[config.mk]
export PLATFORM = sky130hd
export DESIGN_NAME = const_enc_tone_mapper
export DESIGN_NICKNAME = d
export VERILOG_FILES = /design/src/rtl/const_enc_tone_mapper.sv
export SDC_FILE = /design/constraint.sdc
export NUM_CORES = 2
export LEC_CHECK = 0
export ABC_AREA = 1
export CORE_MARGIN = 4
export CORE_UTILIZATION = 30
export CTS_CLUSTER_DIAMETER = 80
export DETAILED_ROUTE_END_ITERATION = 16
export PLACE_DENSITY_LB_ADDON = 0.05
export SLEW_MARGIN = 15
export SYNTH_ARGS = -nofsm -noshare
export SYNTH_HDL_FRONTEND = slang
export SYNTH_SLANG_ARGS = --single-unit
[constraint.sdc]
create_clock -name clk -period 7.12 [get_ports clk]
set_clock_uncertainty 0.15 [all_clocks]
set_input_delay 1.78 -clock clk [delete_from_list [all_inputs] [get_ports clk]]
set_output_delay 1.78 -clock clk [all_outputs]
set_load 0.01 [all_outputs]
[src/rtl/const_enc_tone_mapper.sv]
// Tone-ordered bit extractor and QAM mapper for the ADSL DMT transmit path.
// Per symbol it walks the tone table, pulls b bits per tone from the fast then interleaved stream, and emits (x,y).
module const_enc_tone_mapper #(
  parameter int DW       = 8,
  parameter int TABLELEN = 256,
  parameter int CNUMW    = 8,
  parameter int MAXB     = 14,
  parameter int CONSTW   = 9,
  parameter int CONFAW   = 10,
  parameter int CONFDW   = 16
) (
  input  logic                     clk,
  input  logic                     reset,
  input  logic                     fast_valid_i,
  input  logic [DW-1:0]            fast_data_i,
  output logic                     fast_ready_o,
  input  logic                     inter_valid_i,
  input  logic [DW-1:0]            inter_data_i,
  output logic                     inter_ready_o,
  input  logic [CONFAW-1:0]        addr_i,
  input  logic                     we_conf_i,
  input  logic [CONFDW-1:0]        conf_data_i,
  input  logic                     start_i,
  output logic                     busy_o,
  output logic                     sym_done_o,
  output logic                     cfg_err_o,
  output logic                     xy_valid_o,
  input  logic                     xy_ready_i,
  output logic [CNUMW-1:0]         carrier_num_o,
  output logic signed [CONSTW-1:0] x_o,
  output logic signed [CONSTW-1:0] y_o
);

  localparam int AW   = (TABLELEN > 1) ? $clog2(TABLELEN) : 1;
  localparam int UCW  = $clog2(TABLELEN + 1);
  localparam int ACCW = MAXB + DW - 1;
  localparam int CW   = $clog2(ACCW + 1);
  localparam int BW   = $clog2(MAXB + 1);

  typedef enum logic [2:0] {S_IDLE, S_LOAD, S_FILL, S_MAP, S_OUT, S_DONE} state_t;

  state_t                    state_q, state_d;
  logic [UCW-1:0]            idx_q, idx_d;
  logic [CONFDW-1:0]         fast_rem_q, fast_rem_d;
  logic [BW-1:0]             b_q, b_d;
  logic [BW-1:0]             nf_q, nf_d;
  logic [BW-1:0]             ni_q, ni_d;
  logic [ACCW-1:0]           fast_acc_q, fast_acc_d;
  logic [ACCW-1:0]           inter_acc_q, inter_acc_d;
  logic [CW-1:0]             fast_cnt_q, fast_cnt_d;
  logic [CW-1:0]             inter_cnt_q, inter_cnt_d;
  logic                      fast_rdy_q, fast_rdy_d;
  logic                      inter_rdy_q, inter_rdy_d;
  logic                      busy_q, busy_d;
  logic                      sym_done_q, sym_done_d;
  logic                      cfg_err_q, cfg_err_d;
  logic                      xy_valid_q, xy_valid_d;
  logic [CNUMW-1:0]          carrier_q, carrier_d;
  logic signed [CONSTW-1:0]  x_q, x_d;
  logic signed [CONSTW-1:0]  y_q, y_d;
  logic [UCW-1:0]            used_carrier_q, used_carrier_d;
  logic [CONFDW-1:0]         fast_bits_q, fast_bits_d;

  // Tables survive reset, so they live outside the reset domain.
  logic [3:0]                bl_mem [TABLELEN];
  logic [CNUMW-1:0]          cn_mem [TABLELEN];

  logic                      cfg_wr, bl_we, cn_we;
  logic [CONFAW-1:0]         cn_off;
  logic [AW-1:0]             tbl_idx;
  logic [3:0]                rd_bl;
  logic [CNUMW-1:0]          rd_cn;
  logic [ACCW-1:0]           fast_mask, inter_mask, tone_cat;
  logic [MAXB-1:0]           tone_v;
  logic                      unused_bits;

  function automatic logic [BW-1:0] clip_bits(input logic [3:0] raw);
    int unsigned e;
    e = int'(raw) & 32'hFFFF_FFFE;
    if (e > MAXB) e = MAXB;
    return BW'(e);
  endfunction

  function automatic logic bad_bits(input logic [3:0] raw);
    return raw[0] || (int'(raw) > MAXB);
  endfunction

  // odd=1 gathers v[1],v[3],.. (x); odd=0 gathers v[0],v[2],.. (y); LSB forced to 1.
  function automatic logic signed [CONSTW-1:0] fold_axis(input logic [MAXB-1:0] v,
                                                         input logic [BW-1:0] b,
                                                         input logic odd);
    logic signed [CONSTW-1:0] r;
    int h;
    h = int'(b) / 2;
    r = '0;
    if (h != 0) begin
      r[0] = 1'b1;
      for (int k = 0; k < MAXB / 2; k++) begin
        if (k < h) r[k+1] = odd ? v[2*k+1] : v[2*k];
      end
      for (int k = 1; k < CONSTW; k++) begin
        if (k > h) r[k] = r[k-1];
      end
    end
    return r;
  endfunction

  assign cfg_wr = we_conf_i && !busy_q;
  assign bl_we  = cfg_wr && (addr_i < CONFAW'(TABLELEN));
  assign cn_we  = cfg_wr && (addr_i >= CONFAW'(TABLELEN)) && (addr_i < CONFAW'(2 * TABLELEN));
  assign cn_off = addr_i - CONFAW'(TABLELEN);

  always_ff @(posedge clk) begin
    if (bl_we) bl_mem[addr_i[AW-1:0]] <= conf_data_i[3:0];
    if (cn_we) cn_mem[cn_off[AW-1:0]] <= conf_data_i[CNUMW-1:0];
  end

  always_comb begin
    used_carrier_d = used_carrier_q;
    fast_bits_d    = fast_bits_q;
    if (cfg_wr && addr_i == CONFAW'(2 * TABLELEN))     used_carrier_d = conf_data_i[UCW-1:0];
    if (cfg_wr && addr_i == CONFAW'(2 * TABLELEN + 1)) fast_bits_d    = conf_data_i;
  end

  assign tbl_idx = idx_q[AW-1:0];
  assign rd_bl   = bl_mem[tbl_idx];
  assign rd_cn   = cn_mem[tbl_idx];

  // Fast bits occupy the low end of v, interleaved bits sit above them.
  assign fast_mask  = (ACCW'(1) << nf_q) - ACCW'(1);
  assign inter_mask = (ACCW'(1) << ni_q) - ACCW'(1);
  assign tone_cat   = (fast_acc_q & fast_mask) | ((inter_acc_q & inter_mask) << nf_q);
  assign tone_v     = tone_cat[MAXB-1:0];

  always_comb begin
    state_d     = state_q;
    idx_d       = idx_q;
    fast_rem_d  = fast_rem_q;
    b_d         = b_q;
    nf_d        = nf_q;
    ni_d        = ni_q;
    fast_acc_d  = fast_acc_q;
    inter_acc_d = inter_acc_q;
    fast_cnt_d  = fast_cnt_q;
    inter_cnt_d = inter_cnt_q;
    cfg_err_d   = cfg_err_q;
    xy_valid_d  = xy_valid_q;
    carrier_d   = carrier_q;
    x_d         = x_q;
    y_d         = y_q;

    case (state_q)
      S_IDLE: begin
        if (start_i) begin
          idx_d      = '0;
          fast_rem_d = fast_bits_q;
          state_d    = (used_carrier_q == '0) ? S_DONE : S_LOAD;
        end
      end
      S_LOAD: begin
        b_d = clip_bits(rd_bl);
        if (bad_bits(rd_bl)) cfg_err_d = 1'b1;
        if (CONFDW'(b_d) <= fast_rem_q) nf_d = b_d;
        else                            nf_d = fast_rem_q[BW-1:0];
        ni_d    = b_d - nf_d;
        state_d = S_FILL;
      end
      S_FILL: begin
        if (fast_rdy_q && fast_valid_i) begin
          fast_acc_d = fast_acc_q | (ACCW'(fast_data_i) << fast_cnt_q);
          fast_cnt_d = fast_cnt_q + CW'(DW);
        end
        if (inter_rdy_q && inter_valid_i) begin
          inter_acc_d = inter_acc_q | (ACCW'(inter_data_i) << inter_cnt_q);
          inter_cnt_d = inter_cnt_q + CW'(DW);
        end
        if (fast_cnt_q >= CW'(nf_q) && inter_cnt_q >= CW'(ni_q)) state_d = S_MAP;
      end
      S_MAP: begin
        x_d         = fold_axis(tone_v, b_q, 1'b1);
        y_d         = fold_axis(tone_v, b_q, 1'b0);
        carrier_d   = rd_cn;
        xy_valid_d  = 1'b1;
        fast_acc_d  = fast_acc_q >> nf_q;
        fast_cnt_d  = fast_cnt_q - CW'(nf_q);
        inter_acc_d = inter_acc_q >> ni_q;
        inter_cnt_d = inter_cnt_q - CW'(ni_q);
        fast_rem_d  = fast_rem_q - CONFDW'(nf_q);
        state_d     = S_OUT;
      end
      S_OUT: begin
        if (xy_ready_i) begin
          xy_valid_d = 1'b0;
          idx_d      = idx_q + UCW'(1);
          state_d    = (idx_q + UCW'(1) == used_carrier_q) ? S_DONE : S_LOAD;
        end
      end
      S_DONE: begin
        // Leftover bits of a partly used byte never carry into the next symbol.
        fast_acc_d  = '0;
        inter_acc_d = '0;
        fast_cnt_d  = '0;
        inter_cnt_d = '0;
        state_d     = S_IDLE;
      end
      default: state_d = S_IDLE;
    endcase

    // Ready is registered, so it is computed from the next-cycle state and counts.
    fast_rdy_d  = (state_d == S_FILL) && (fast_cnt_d < CW'(nf_d)) &&
                  (int'(fast_cnt_d) + DW <= ACCW);
    inter_rdy_d = (state_d == S_FILL) && (inter_cnt_d < CW'(ni_d)) &&
                  (int'(inter_cnt_d) + DW <= ACCW);
    busy_d      = (state_d != S_IDLE);
    sym_done_d  = (state_d == S_DONE);
  end

  always_ff @(posedge clk or posedge reset) begin
    if (reset) begin
      state_q        <= S_IDLE;
      idx_q          <= '0;
      fast_rem_q     <= '0;
      b_q            <= '0;
      nf_q           <= '0;
      ni_q           <= '0;
      fast_acc_q     <= '0;
      inter_acc_q    <= '0;
      fast_cnt_q     <= '0;
      inter_cnt_q    <= '0;
      fast_rdy_q     <= 1'b0;
      inter_rdy_q    <= 1'b0;
      busy_q         <= 1'b0;
      sym_done_q     <= 1'b0;
      cfg_err_q      <= 1'b0;
      xy_valid_q     <= 1'b0;
      carrier_q      <= '0;
      x_q            <= '0;
      y_q            <= '0;
      used_carrier_q <= '0;
      fast_bits_q    <= '0;
    end else begin
      state_q        <= state_d;
      idx_q          <= idx_d;
      fast_rem_q     <= fast_rem_d;
      b_q            <= b_d;
      nf_q           <= nf_d;
      ni_q           <= ni_d;
      fast_acc_q     <= fast_acc_d;
      inter_acc_q    <= inter_acc_d;
      fast_cnt_q     <= fast_cnt_d;
      inter_cnt_q    <= inter_cnt_d;
      fast_rdy_q     <= fast_rdy_d;
      inter_rdy_q    <= inter_rdy_d;
      busy_q         <= busy_d;
      sym_done_q     <= sym_done_d;
      cfg_err_q      <= cfg_err_d;
      xy_valid_q     <= xy_valid_d;
      carrier_q      <= carrier_d;
      x_q            <= x_d;
      y_q            <= y_d;
      used_carrier_q <= used_carrier_d;
      fast_bits_q    <= fast_bits_d;
    end
  end

  assign fast_ready_o  = fast_rdy_q;
  assign inter_ready_o = inter_rdy_q;
  assign busy_o        = busy_q;
  assign sym_done_o    = sym_done_q;
  assign cfg_err_o     = cfg_err_q;
  assign xy_valid_o    = xy_valid_q;
  assign carrier_num_o = carrier_q;
  assign x_o           = x_q;
  assign y_o           = y_q;

  assign unused_bits = ^{cn_off, tone_cat, conf_data_i};

endmodule
==> impl_metrics.csv <==
group,metric,value,unit
hold_path,hold_path_depth,2,
grt,antenna_found_initial,20,
sta,fin_crit_sh,91.79,%
worst_setup_path,worstPathArrival,7220,ps
cells_and_area,final_net_count,11140,
worst_setup_path,critPathMaxStageDelay,570,ps
sta,setup-tns-final,0,ps
hold_path,min_to,"carrier_num_o[7]$_DFFE_PP0P_",
worst_setup_path,cp_max_fo,48,
clock_tree,postCtsResizedCells,0,
sta,tightestPinTransition,1183,ps
die,die-height,676.0,µm
worst_setup_path,cp-start-kind,"flip-flop",
worst_setup_path,cp_top_family,"simple AND/OR/NAND/NOR gates",
cells_and_area,fill_cells,43720,
grt,overflow,0,
detailed_routing,wl_per_cell,28.38,µm
sta,timing.fmax,153.0,MHz
place,portBuffers,80,
place,gp_congestion,0.8325,
worst_setup_path,crit_path_frequent_cell,"nand3_1",
place,post-dp-hpwl,285.7,mm
worst_setup_path,cp-startpoint,"idx_q[0]$_DFFE_PP0P_",
pwr,seqPwrFrac,39.2,%
place,dpl_cell_area,142700,µm²
worst_setup_path,critPathSlowestCell,"dfrtp_4",
pwr,powerDensity,353.1,nW/µm²
detailed_routing,drcViolationCount,0,
worst_setup_path,r2r-end,"inter_ready_o$_DFF_PP0_",
sta,report.final.slew_viol_count,0,
sta,finalHoldViolCount,0,
clock_tree,cts_made_buffers,385,
grt,grt_pass1_wl,698.9,mm
worst_setup_path,cp_num_buf_inv,7,
synthesis,syn_area_per_cell,12.20,µm²
worst_setup_path,worstPathRequired,7810,ps
synthesis,ys_seq_elements,3217,
synthesis,ys_async_sr_fraction,4.507,%
clock_tree,path_clk_slew,60,ps
synthesis,syn_area,133900,µm²
worst_setup_path,crit_type,"reg2reg",
clock_tree,clockRootBuffer,"clkbuf_16",
synthesis,yosysSeqAreaShare,71.62,%
grt,grt_pass1_vias,91250,
pwr,ir_drop,446.0,µV
synthesis,yosysWarningCount,0,
clock_tree,htreeDepth,5,
hold_path,hold_path_class,"reg2reg",
synthesis,synth_flop_cell,"edfxtp_1",
pwr,finalPower,54.58,mW
pwr,leakage,49.28,nW
clock_tree,numClockSinks,3217,
pwr,p_int,35.64,mW
flow_run,drv_cap,0,
sta,finalSetupViolCount,0,
cells_and_area,final_area,154600,µm²
synthesis,synthCells,10970,
cells_and_area,area_delta_synth_final,15.47,%
clock_tree,cts_hold_buf,0,
detailed_routing,routed_wl,490.9,mm
clock_tree,clock_path_buffers,4,
detailed_routing,ant_nets,0,
die,core,444800,µm²
sta,max_slew_margin,20.53,%
die,pin_count,81,
grt,grt_max_degree,178,
detailed_routing,drtIter0Drc,8144,
die,start_util,30.10,%
sta,period_minus_slack,6535,ps
die,fp-row-count,245,
die,die_area,457000,µm²
clock_tree,cts_tree,"built",
clock_tree,cts_setup_buffers,0,
detailed_routing,vias_per_cell,5.273,
worst_setup_path,r2r_cells,29,
outcome,status,"complete, no violations",
hold_path,min_from,"carrier_num_o[7]$_DFFE_PP0P_",
cells_and_area,drive_gt1_share,9.972,%
worst_setup_path,crit_path_end_kind,"flip-flop",
worst_setup_path,rrSetupSlack,580,ps
synthesis,synth.distinct_cells,59,
detailed_routing,vias,91220,
sta,rsz0062_at_grt,"no",
worst_setup_path,r2r-start,"idx_q[0]$_DFFE_PP0P_",
die,die_w,676.0,µm
clock_tree,clock_latency,980,ps
synthesis,syn_nets,11050,
pwr,p_clk_share,34.6,%
pwr,power.switching,18.94,mW
pwr,p_comb_share,26.3,%
detailed_routing,drt_pass1_iterations,6,
synthesis,synth_edf_count,3072,
grt,grtUsageTotal,20.93,%
pwr,switching_share,34.70,%
==> layout make-up <==
cell class                      instances  area [µm²]  area share [%]
Tap cell                             5928        7417           4.798
Clock buffer                          479       10150           6.569
Inverter                              192       788.3          0.5099
Multi-Input combinational cell       6679       33170           21.46
Sequential cell                      3217       95900           62.04
Clock inverter                        207        1712           1.107
Timing Repair Buffer                  588        5425           3.510
Antenna cell                            8       20.02         0.01295
==> layout by cell type (no fill, tap or decap), types with 26 or more instances in the layout <==
| master | n |
|---|---|
| clkbuf_1 | 84 |
| nand4_1 | 80 |
| inv_1 | 174 |
| a31oi_1 | 33 |
| ha_1 | 26 |
| o211ai_1 | 207 |
| edfxtp_1 | 3072 |
| clkinv_1 | 86 |
| buf_12 | 61 |
| clkdlybuf4s50_1 | 72 |
| clkinv_2 | 68 |
| buf_4 | 446 |
| dfrtp_1 | 138 |
| nor2_1 | 1787 |
| nor3_1 | 507 |
| nand2_1 | 799 |
| a21oi_1 | 150 |
| o21ai_1 | 67 |
| o21ai_0 | 1707 |
| clkbuf_16 | 391 |
| o221ai_1 | 213 |
| nand3_1 | 434 |
| o22ai_1 | 496 |
==> stage by stage <==
step / instances / util (%) / worst slack (ps) / hold slack, ps
2_1_floorplan: 10970 / - / 1295 / 295.7
3_3_place_gp: 16600 / 32.07 / 463.0 / 321.2
3_5_place_dp: 16600 / 32.08 / 754.0 / 321.2
4_1_cts: 17290 / 34.75 / 736.9 / 337.4
5_1_grt: 17290 / 34.75 / 383.0 / 359.4
6_report: 17300 / 34.75 / 584.6 / 331.6
==> worst max-delay path by stage <==
stage / to / slack, ps / depth (start not counted)
detailed placement: inter_ready_o$_DFF_PP0_ / 750 / 29
CTS: inter_ready_o$_DFF_PP0_ / 740 / 29
finish: inter_ready_o$_DFF_PP0_ / 580 / 29
floorplan: b_q[1]$_DFFE_PP0P_ / 1300 / 1
global route: inter_ready_o$_DFF_PP0_ / 380 / 30
global placement: cn_mem[1][1]$_DFFE_PP_ / 460 / 6
==> kinds of logic (layout without fill, tap and decap cells) <==
logic type      count (synthesis)  after routing  synth area share, %
xor+xnor                       19             19               0.1243
buf+inv                      1075           1466                3.809
fa+ha+maj                      30             30               0.3028
compound gates               2934           2934                12.59
other cells                     0              8                    0
mux                            15             15               0.1178
simple gates                 3681           3681                11.44
flops                        3217           3217                71.62
==> power by group through the flow <==
stage                     combinational (mW)  sequential [mW]  clock, mW
after CTS                               14.5             21.4       19.4
after global routing                    15.8             21.4       20.1
after floorplan                         9.30             21.6          0
final                                   14.3             21.4       18.9
after global placement                  14.5             21.8          0
after detailed placement                14.5             21.8          0
==> state kept, by name, indices dropped and copies added, names as in the netlist, 4 cells and up <==
signal / flops
used_carrier_q: 9
bl_mem: 1024
nf_q: 4
ni_q: 4
fast_rem_q: 16
inter_cnt_q: 5
cn_mem: 2048
y_o: 7
idx_q: 9
inter_acc_q: 21
carrier_num_o: 8
fast_cnt_q: 5
fast_acc_q: 21
x_o: 8
fast_bits_q: 16
==> synth_stat cells, types with 33 or more instances <==
cell type	n	area [µm²]
buf_6	48	540.5
a31oi_1	33	206.5
o22ai_1	496	3103
buf_4	97	728.2
o211ai_1	207	1554
nor3_1	525	2628
nor2_1	1789	6715
nand4_1	80	500.5
buf_1	63	236.5
o221ai_1	213	1866
o21ai_0	1709	8553
nand2_1	824	3093
clkbuf_1	472	1772
o21ai_1	65	325.3
dfrtp_1	145	3628
buf_2	192	960.9
nand3_1	435	2177
inv_1	180	675.7
a21oi_1	150	750.7
edfxtp_1	3072	92250
==> layer usage <==
metal | wire length (µm) | GRT usage, % | vias to the layer above
li1 | - | - | 41090
met1 | 222000 | 28.88 | 47300
met2 | 237600 | 35.41 | 2273
met4 | 11840 | 5.048 | 0
met5 | 0 | 0 | -
met3 | 19420 | 2.146 | 562
==> worst min-delay path, cell delays in order, from the launching register on <==
cell	delay, ps
dfrtp_1	340
nand2_1	60
nand2_1	50
Power figures use the tool's default switching activity.
